--- src/rtl/sprite_fetch_arbiter_pkg.sv ---
`default_nettype none
// ============================================================================
// Module      : sprite_pkg
// Description : Shared constants for the sprite fetch arbiter: requester
//               index map, default bus widths and the sprite transparency key.
// Revision    : 1.0  initial release
// ============================================================================
package sprite_pkg;

    // Requester index map (priority order, 0 = highest)
    localparam int END_IDX   = 0;
    localparam int PEA_IDX   = 1;
    localparam int ZOM_IDX   = 2;
    localparam int COORD_IDX = 3;
    localparam int PLANT_IDX = 4;

    localparam int N_REQ  = 5;
    localparam int ADDR_W = 19;
    localparam int DATA_W = 24;

    // RGB value treated as transparent by downstream sprite compositing
    localparam logic [23:0] TRANSP_KEY = 24'h800080;

    typedef enum logic [2:0] {
        REQ_END   = 3'd0,
        REQ_PEA   = 3'd1,
        REQ_ZOM   = 3'd2,
        REQ_COORD = 3'd3,
        REQ_PLANT = 3'd4
    } req_idx_e;

endpackage : sprite_pkg
`default_nettype wire

--- src/rtl/sprite_fetch_arbiter_age_prio_sel.sv ---
`default_nettype none
// ============================================================================
// Module      : age_prio_sel
// Description : Combinational grant selector. Requesters that are asserted
//               and not masked are eligible; if any eligible requester has
//               its age-saturated flag set, only those compete. The lowest
//               index among the competitors wins.
// Ports       : i_req  [N_REQ] request vector
//               i_sat  [N_REQ] age-saturated flags
//               i_mask [N_REQ] requesters excluded this cycle
//               o_gnt  [N_REQ] one-hot (or zero) selection
// Revision    : 1.0  initial release
// ============================================================================
module age_prio_sel
    import sprite_pkg::*;
#(
    parameter int N_REQ = sprite_pkg::N_REQ
) (
    input  logic [N_REQ-1:0] i_req,
    input  logic [N_REQ-1:0] i_sat,
    input  logic [N_REQ-1:0] i_mask,
    output logic [N_REQ-1:0] o_gnt
);

    localparam logic [N_REQ-1:0] C_ONE = 1;

    logic [N_REQ-1:0] w_pend;
    logic [N_REQ-1:0] w_boost;
    logic [N_REQ-1:0] w_cand;

    assign w_pend  = i_req & ~i_mask;
    assign w_boost = w_pend & i_sat;
    assign w_cand  = (|w_boost) ? w_boost : w_pend;

    // Two's-complement trick isolates the lowest set bit
    assign o_gnt   = w_cand & (~w_cand + C_ONE);

endmodule : age_prio_sel
`default_nettype wire

--- src/rtl/sprite_fetch_arbiter.sv ---
`default_nettype none
// ============================================================================
// Module      : sprite_fetch_arbiter
// Description : Arbitrates sprite-layer ROM reads between N_REQ requesters.
//               Fixed low-index priority with age boosting, one read per
//               cycle, and a tag pipeline that routes each returned ROM word
//               back to its requester ROM_LAT+1 cycles after the grant.
// Ports       : i_clk        system clock (rising edge)
//               i_rst_n      synchronous active-low reset
//               i_req        per-requester read request
//               i_req_addr   flattened request addresses, slice i*ADDR_W
//               o_gnt        registered one-hot grant
//               o_rom_rd     registered ROM read strobe
//               o_rom_addr   registered ROM address
//               i_rom_q      ROM data, valid ROM_LAT cycles after o_rom_rd
//               o_rdata      returned RGB word
//               o_rvalid     one-hot owner of o_rdata
// Revision    : 1.0  initial release
// ============================================================================
module sprite_fetch_arbiter
    import sprite_pkg::*;
#(
    parameter int N_REQ   = sprite_pkg::N_REQ,
    parameter int ADDR_W  = sprite_pkg::ADDR_W,
    parameter int DATA_W  = sprite_pkg::DATA_W,
    parameter int ROM_LAT = 2,
    parameter int AGE_MAX = 8
) (
    input  logic                      i_clk,
    input  logic                      i_rst_n,
    input  logic [N_REQ-1:0]          i_req,
    input  logic [N_REQ*ADDR_W-1:0]   i_req_addr,
    output logic [N_REQ-1:0]          o_gnt,
    output logic                      o_rom_rd,
    output logic [ADDR_W-1:0]         o_rom_addr,
    input  logic [DATA_W-1:0]         i_rom_q,
    output logic [DATA_W-1:0]         o_rdata,
    output logic [N_REQ-1:0]          o_rvalid
);

    localparam int               AGE_W     = $clog2(AGE_MAX + 1);
    localparam logic [AGE_W-1:0] C_AGE_MAX = AGE_W'(AGE_MAX);
    localparam logic [AGE_W-1:0] C_AGE_ONE = 1;

    logic [N_REQ-1:0]             w_sat;
    logic [N_REQ-1:0]             w_sel;
    logic [ADDR_W-1:0]            w_sel_addr;

    logic [N_REQ-1:0][AGE_W-1:0]  r_age;
    logic [N_REQ-1:0]             r_gnt;
    logic                         r_rom_rd;
    logic [ADDR_W-1:0]            r_rom_addr;
    logic [DATA_W-1:0]            r_rdata;
    // r_tag[k] holds the grant issued k+1 edges earlier
    logic [N_REQ-1:0]             r_tag [ROM_LAT+1];

    // ------------------------------------------------------------------
    // Age tracking
    // ------------------------------------------------------------------
    always_comb begin
        w_sat = '0;
        for (int i = 0; i < N_REQ; i++) begin
            w_sat[i] = (r_age[i] >= C_AGE_MAX);
        end
    end

    always_ff @(posedge i_clk) begin
        if (!i_rst_n) begin
            r_age <= '0;
        end else begin
            for (int i = 0; i < N_REQ; i++) begin
                if (!i_req[i] || w_sel[i]) begin
                    r_age[i] <= '0;
                end else if (!w_sat[i]) begin
                    r_age[i] <= r_age[i] + C_AGE_ONE;
                end
            end
        end
    end

    // ------------------------------------------------------------------
    // Selection: the index shown on o_gnt this cycle is masked so the
    // requester has time to drop or refresh its request.
    // ------------------------------------------------------------------
    age_prio_sel #(
        .N_REQ (N_REQ)
    ) u_sel (
        .i_req  (i_req),
        .i_sat  (w_sat),
        .i_mask (r_gnt),
        .o_gnt  (w_sel)
    );

    // One-hot select, so an OR-reduction mux is sufficient
    always_comb begin
        w_sel_addr = '0;
        for (int i = 0; i < N_REQ; i++) begin
            if (w_sel[i]) begin
                w_sel_addr = w_sel_addr | i_req_addr[i*ADDR_W +: ADDR_W];
            end
        end
    end

    // ------------------------------------------------------------------
    // Grant / ROM request registers
    // ------------------------------------------------------------------
    always_ff @(posedge i_clk) begin
        if (!i_rst_n) begin
            r_gnt      <= '0;
            r_rom_rd   <= 1'b0;
            r_rom_addr <= '0;
        end else begin
            r_gnt    <= w_sel;
            r_rom_rd <= |w_sel;
            if (|w_sel) begin
                r_rom_addr <= w_sel_addr;
            end
        end
    end

    // ------------------------------------------------------------------
    // Return path: tag pipeline plus data capture. Data is captured only
    // on the edge where a tag leaves the pipeline, so o_rdata holds the
    // last returned word in between.
    // ------------------------------------------------------------------
    always_ff @(posedge i_clk) begin
        if (!i_rst_n) begin
            for (int k = 0; k <= ROM_LAT; k++) begin
                r_tag[k] <= '0;
            end
            r_rdata <= '0;
        end else begin
            r_tag[0] <= r_gnt;
            for (int k = 1; k <= ROM_LAT; k++) begin
                r_tag[k] <= r_tag[k-1];
            end
            if (|r_tag[ROM_LAT-1]) begin
                r_rdata <= i_rom_q;
            end
        end
    end

    assign o_gnt      = r_gnt;
    assign o_rom_rd   = r_rom_rd;
    assign o_rom_addr = r_rom_addr;
    assign o_rdata    = r_rdata;
    assign o_rvalid   = r_tag[ROM_LAT];

endmodule : sprite_fetch_arbiter
`default_nettype wire

--- config.mk ---
export PLATFORM = sky130hd
export DESIGN_NAME = sprite_fetch_arbiter
export DESIGN_NICKNAME = d
export VERILOG_FILES = /design/src/rtl/sprite_fetch_arbiter_pkg.sv /design/src/rtl/sprite_fetch_arbiter_age_prio_sel.sv /design/src/rtl/sprite_fetch_arbiter.sv
export SDC_FILE = /design/constraint.sdc
export NUM_CORES = 1
export LEC_CHECK = 0
export ABC_AREA = 1
export BUFFER_PORTS_ARGS = -buffer_cell sky130_fd_sc_hd__buf_4
export CAP_MARGIN = 0
export CORE_ASPECT_RATIO = 0.5
export CORE_MARGIN = 10
export CORE_UTILIZATION = 45
export DETAILED_ROUTE_END_ITERATION = 12
export PLACE_DENSITY_LB_ADDON = 0.12
export SLEW_MARGIN = 30
export SYNTH_ARGS = -nofsm -noshare
export SYNTH_HDL_FRONTEND = slang
export SYNTH_SLANG_ARGS = --single-unit
--- constraint.sdc ---
create_clock -name i_clk -period 2.2 [get_ports i_clk]
set_input_delay 0.11 -clock i_clk [delete_from_list [all_inputs] [get_ports i_clk]]
set_output_delay 0.11 -clock i_clk [all_outputs]
set_load 0.01 [all_outputs]
Word level (Yosys, flattened, before mapping) --
Memory sizes are Yosys's and may differ from the RTL's. Index checks and enable logic that the tools add are counted. Widths: inputs -> output; s select.
Operators by class: $add $sub $neg 6, magnitude comparators 5, multiplexer cells 11, bitwise operators 13, reduce and logical (&&, ||, !) cells 18
Operator list (count):
- $mux 19 | 5
- $or 19x19->19 | 4
- $add 4x1->4 const B | 5
- $ge 4x4->1 const B | 5
- $mux 5 | 4
- $and 5x5->5 | 3
- $reduce_or 5->1 | 3
- $not 5->5 | 2
- $reduce_or 2->1 | 5
- $add 5x1->5 const B | 1
- $logic_not 1->1 | 5
- $logic_or 1x1->1 | 5
- $or 1x1->1 | 3
- $mux 1 | 2
- $not 1->1 | 1
Word-level totals: flip-flop bits (word level) 69, memory bits (writable) 15, bits of input ports 126, logic and storage cells 63, memories kept 1
Memory list:
- r_tag | words 3, width 5, rd ports 3, clocked after memory_dff 0, wr ports 3, line sprite_fetch_arbiter.sv:55 | logic [N_REQ-1:0] r_tag [ROM_LAT+1];

Logic depth before layout (Yosys ltp) --
depth after elaboration 17, depth in mapped cells 14, mapped depth without buffers 13

Hierarchy --
A second synthesis with hierarchy kept.
Second synthesis, totals: cells, all modules 731, area, all modules 4440.5 um2
By module, submodules not included:
- sprite_fetch_arbiter | instances 1, cells an instance 697, area an instance 4246.6 um2
- age_prio_sel | instances 1, cells an instance 34, area an instance 193.9 um2

Worst setup path after synthesis --
OpenSTA, ideal clock, no wires.
path type register to register, start point register r_gnt[1], in the netlist o_gnt[1], end point register r_rom_addr[8], in the netlist o_rom_addr[8], setup time 0.115 ns, arrival 1.531 ns, required time 2.085 ns, slack 0.554 ns, stages on the path, launching flop included 13, buffers on the path 1, period minus slack after synthesis 1.646 ns, cells stage by stage dfxtp_1 inv_1 nand3_1 nand2_1 nor2_4 nand3_1 nand2_1 nor2_4 nand3_2 clkbuf_1 nand3_1 nor2_1 nor2_1
Between the ends: longest elaborated chain between the ends 17
Ends and longest elaborated chain:
- start: declaration | line sprite_fetch_arbiter.sv:50 | logic [N_REQ-1:0] r_gnt;
- start signal: assignment | line sprite_fetch_arbiter.sv:113 | r_gnt <= w_sel;
- $not 5->5 (*) | line sprite_fetch_arbiter_age_prio_sel.sv:31 | assign w_pend = i_req & ~i_mask;
- $and 5x5->5 (*) | line sprite_fetch_arbiter_age_prio_sel.sv:31
- $and 5x5->5 | line sprite_fetch_arbiter_age_prio_sel.sv:32 | assign w_boost = w_pend & i_sat;
- $reduce_or 5->1 | line sprite_fetch_arbiter_age_prio_sel.sv:33 | assign w_cand = (|w_boost) ? w_boost : w_pend;
- $mux 5 (*) | line sprite_fetch_arbiter_age_prio_sel.sv:33
- $not 5->5 | line sprite_fetch_arbiter_age_prio_sel.sv:36 | assign o_gnt = w_cand & (~w_cand + C_ONE);
- $add 5x1->5 | line sprite_fetch_arbiter_age_prio_sel.sv:36
- $and 5x5->5 (*) | line sprite_fetch_arbiter_age_prio_sel.sv:36
- $mux 19 | line sprite_fetch_arbiter.sv:98 | if (w_sel[i]) begin
- $or 19x19->19 | line sprite_fetch_arbiter.sv:99 | w_sel_addr = w_sel_addr | i_req_addr[i*ADDR_W +: ADDR_W];
- $mux 19 | line sprite_fetch_arbiter.sv:98
- $or 19x19->19 | line sprite_fetch_arbiter.sv:99
- $mux 19 | line sprite_fetch_arbiter.sv:98
- $or 19x19->19 | line sprite_fetch_arbiter.sv:99
- $mux 19 | line sprite_fetch_arbiter.sv:98
- $or 19x19->19 | line sprite_fetch_arbiter.sv:99
- $mux 19 | line sprite_fetch_arbiter.sv:98
- end signal: assignment | line sprite_fetch_arbiter.sv:116 | r_rom_addr <= w_sel_addr;
- end: declaration | line sprite_fetch_arbiter.sv:52 | logic [ADDR_W-1:0] r_rom_addr;
Every way passes the cells marked *; elsewhere a longest branch is shown, timed or not. A chain may end at the register's enable or synchronous reset.

Final worst setup path --
start point register r_gnt[2], in the netlist o_gnt[2], end point register r_age[5] in the netlist's numbering
Between the ends: longest elaborated chain between the ends 10
Ends and longest elaborated chain:
- $not 5->5 (*) | line sprite_fetch_arbiter_age_prio_sel.sv:31
- $and 5x5->5 (*) | line sprite_fetch_arbiter_age_prio_sel.sv:31
- $and 5x5->5 (*) | line sprite_fetch_arbiter_age_prio_sel.sv:32
- $reduce_or 5->1 (*) | line sprite_fetch_arbiter_age_prio_sel.sv:33
- $mux 5 (*) | line sprite_fetch_arbiter_age_prio_sel.sv:33
- $not 5->5 | line sprite_fetch_arbiter_age_prio_sel.sv:36
- $add 5x1->5 | line sprite_fetch_arbiter_age_prio_sel.sv:36
- $and 5x5->5 (*) | line sprite_fetch_arbiter_age_prio_sel.sv:36
- $logic_or 1x1->1 (*) | line sprite_fetch_arbiter.sv:72 | if (!i_req[i] || w_sel[i]) begin
- $reduce_or 2->1 (no line) (*)
- end signal: indexed assignment | line sprite_fetch_arbiter.sv:75 | r_age[i] <= r_age[i] + C_AGE_ONE;
- end: declaration | line sprite_fetch_arbiter.sv:49 | logic [N_REQ-1:0][AGE_W-1:0] r_age;
Marked as above.

==> results by group <==
Run status
  • Outcome: completed

Pwr
  • Clock share of power: 39.4%
  • Sw Ratio: 26.3%
  • Leak: 2.95 nW
  • Power Dens Cells: 659 nW/um2
  • Internal: 2.82 mW
  • Worst vdd ir: 0.384 mV
  • Seq pwr share: 42.8%
  • Comb pwr share: 17.8%
  • Psw: 1.00 mW

Final layout
  • Diode count: 0
  • Final instance area: 5800 um2
  • Fin nets: 897
  • Post-Route Utilization: 65.7%
  • Non-Filler Instances: 883
  • Layout cells sized above 1: 28.7%
  • Synth-to-layout area growth: 40.2%
  • Fill cells: 814

Placement
  • Dpl hpwl: 10.0 mm
  • Post-DP Area: 5500 um2
  • # port buffers: 179
  • Placed Cells: 867
  • GPL Wtd Cong: 0.850

Global routing
  • Largest net degree at the start of global routing: 41
  • Tot GR Track Use: 18.3%
  • Initial antenna violation count: 0
  • Vias in the first global route: 4228
  • Global-route wire length before repair: 20.5 mm
  • Grt total ovfl: 0

Floorplan
  • I/O Pins: 180
  • Die Wd: 156 um
  • Die height: 87.8 um
  • Core ar.: 8830 um2
  • Die ar.: 13700 um2
  • Initial core utilization: 46.8%
  • Core Rows: 24

Clocking
  • Clk sinks: 84
  • H-tree Lvls: 3
  • Hold buffer count at CTS: 0
  • CTS tree: yes
  • Root Driver: clkbuf_16
  • Reg clk slew, reported paths: 60 ps
  • Post-CTS setup repair buffer count: 0
  • Clk buf depth: 2
  • TritonCTS buffer count: 9
  • Post-CTS resize count: 0
  • Skew-Pair Late Insertion Delay: 330 ps

Logic synthesis
  • Post-synthesis compound-gate area fraction: 7.08%
  • Largest family of logic cells by synthesized area: simple AND/OR/NAND/NOR gates
  • Adder-cell share of the synthesized area: 3.03%
  • Async SR Flop Fraction: 0%
  • Xor/xnor share of the synthesized area: 1.06%
  • Netlist cell types: 26
  • Count leader, synth: nand2_1
  • Cell taking the most area after synthesis: dfxtp_1
  • Top cells by count, synth: nand2_1 (129), nand3_1 (120), dfxtp_1 (84)
  • Post-synthesis mux area share: 0%
  • Top cell type's share of synthesized area: 40.7%
  • Synth warn: 0
  • Number of flops mapped to enable cells by yosys: 0
  • Synth Cell Area: 4140 um2
  • #FFs+latches synth: 84
  • Synth top area cells: dfxtp_1 (41%), nand3_1 (15%), nand2_1 (12%)
  • Mapped Nets: 735
  • Syn avg cell area: 6.90 um2
  • Post-synthesis simple-gate area fraction: 36.3%
  • Post-Syn Instances: 599
  • Most used DFF post-synth: dfxtp_1
  • Seq/Total Area, Yosys: 40.7%

Critical path
  • Critical path launch point type: flop
  • Crit path capture type: flop
  • Worst EP arrival: 2220 ps
  • Critical path class: reg -> reg
  • CP Data Required Time: 2440 ps
  • CP max FO: 17

Timing
  • Clock skew: 3.43 ps
  • RSZ-0062 raised after global routing: no
  • Final Cycle Share: 90.2%
  • Hold Slack: 24.3 ps
  • Final critical-path required period: 1980 ps
  • Hold Vio Cnt, Final: 0
  • Max Fclk: 504 MHz
  • Worst Tran Pin Value: 969 ps
  • Headroom to the max-slew limit: 35.3%
  • Max Slew Vio Count: 0
  • Setup_tns: 0 ps
  • Final Setup Violations: 0

Route
  • Vias per cell: 4.86
  • Drt total wl: 13.0 mm
  • DR iter-0 viols: 218
  • WL per Instance: 14.8 um
  • Pre-antenna DRT Iters: 4
  • Final ANT Viol Nets: 0
  • DRC violations left: 0
  • Via count: 4291

Worst hold path
  • Hold WC Path Type: in -> reg

Run
  • Max Cap Viol: 0
-- per-layer routing --
metal	vias up	track usage [%]	wire length [um]
met3	11	10.5	1520
met4	0	4.22	143
met2	134	29.6	5940
met5	-	0	0
li1	2253	-	-
met1	1893	20.7	5450
-- cell usage in the layout (no fill, tap or decap), types with 8 or more instances in the layout --
cell       instances
a21oi_1           34
buf_4            192
clkbuf_16          9
dfxtp_1           84
ha_1              10
inv_1             58
nand2_1          129
nand3_1          120
nand4_1           20
nor2_1            59
o21ai_0           12
o21ai_1            8
-- logic make-up (layout without fill, tap and decap cells) --
kind of cell / count (synthesis) / after routing
xor gates and xnor gates: 5 / 5
and+or+nand+nor: 337 / 337
DFF: 84 / 84
buffers and inverters: 106 / 273
adders and majority gates: 10 / 10
AOI/OAI and AO/OA: 57 / 57
-- power groups by stage --
| stage | Combinational (mW) | Sequential, mW | Clock [mW] |
|---|---|---|---|
| 5_1_grt | 0.759 | 1.64 | 1.61 |
| 6_report | 0.679 | 1.64 | 1.50 |
| 3_5_place_dp | 0.686 | 1.67 | 0 |
| 4_1_cts | 0.688 | 1.63 | 1.54 |
| 3_3_place_gp | 0.678 | 1.67 | 0 |
| 2_1_floorplan | 0.312 | 1.69 | 0 |
-- state kept, by name, indices dropped and copies added, names as in the netlist --
register,cells
r_age,20
o_rdata,24
r_tag,15
o_gnt,5
o_rom_rd,1
o_rom_addr,19
-- critical path, stage by stage, from the launching register on --
cell	delay (ps)
dfxtp_1	390
inv_2	40
nand3_1	120
nand2_1	110
nor2_4	150
nand2_2	80
nand2_1	70
nand2_1	200
buf_12	230
nand2_1	90
nand3_1	150
a211oi_1	240
-- stage by stage --
| stage | total power, mW | setup slack [ps] |
|---|---|---|
| after floorplan | 2.00 | 554 |
| after global placement | 2.34 | 354 |
| after detailed placement | 2.35 | 206 |
| after CTS | 3.86 | 194 |
| after global routing | 4.01 | 37.2 |
| final | 3.82 | 217 |
-- worst paths after layout --
check | from | to | slack, ps | cells past startpoint
max | o_gnt[2] | r_age[5] | 220 | 11
min | i_rom_q[13] | o_rdata[13] | 20 | 3
max reg2reg | o_gnt[2] | r_age[5] | 220 | 11
min reg2reg | r_tag[0][2] | r_tag[0][7] | 410 | 2
-- cell type report --
cell class                 instances  area (um2)  share of cell area (%)
multi-input combinational        409        1970                    33.9
sequential                        84        1680                    29.0
timing repair buffer             193        1460                    25.2
inverter                          64         240                    4.14
clock buffer                       9         225                    3.89
tap                              117         146                    2.53
clock inverter                     7        75.1                    1.30
Power figures use the tool's default switching activity.
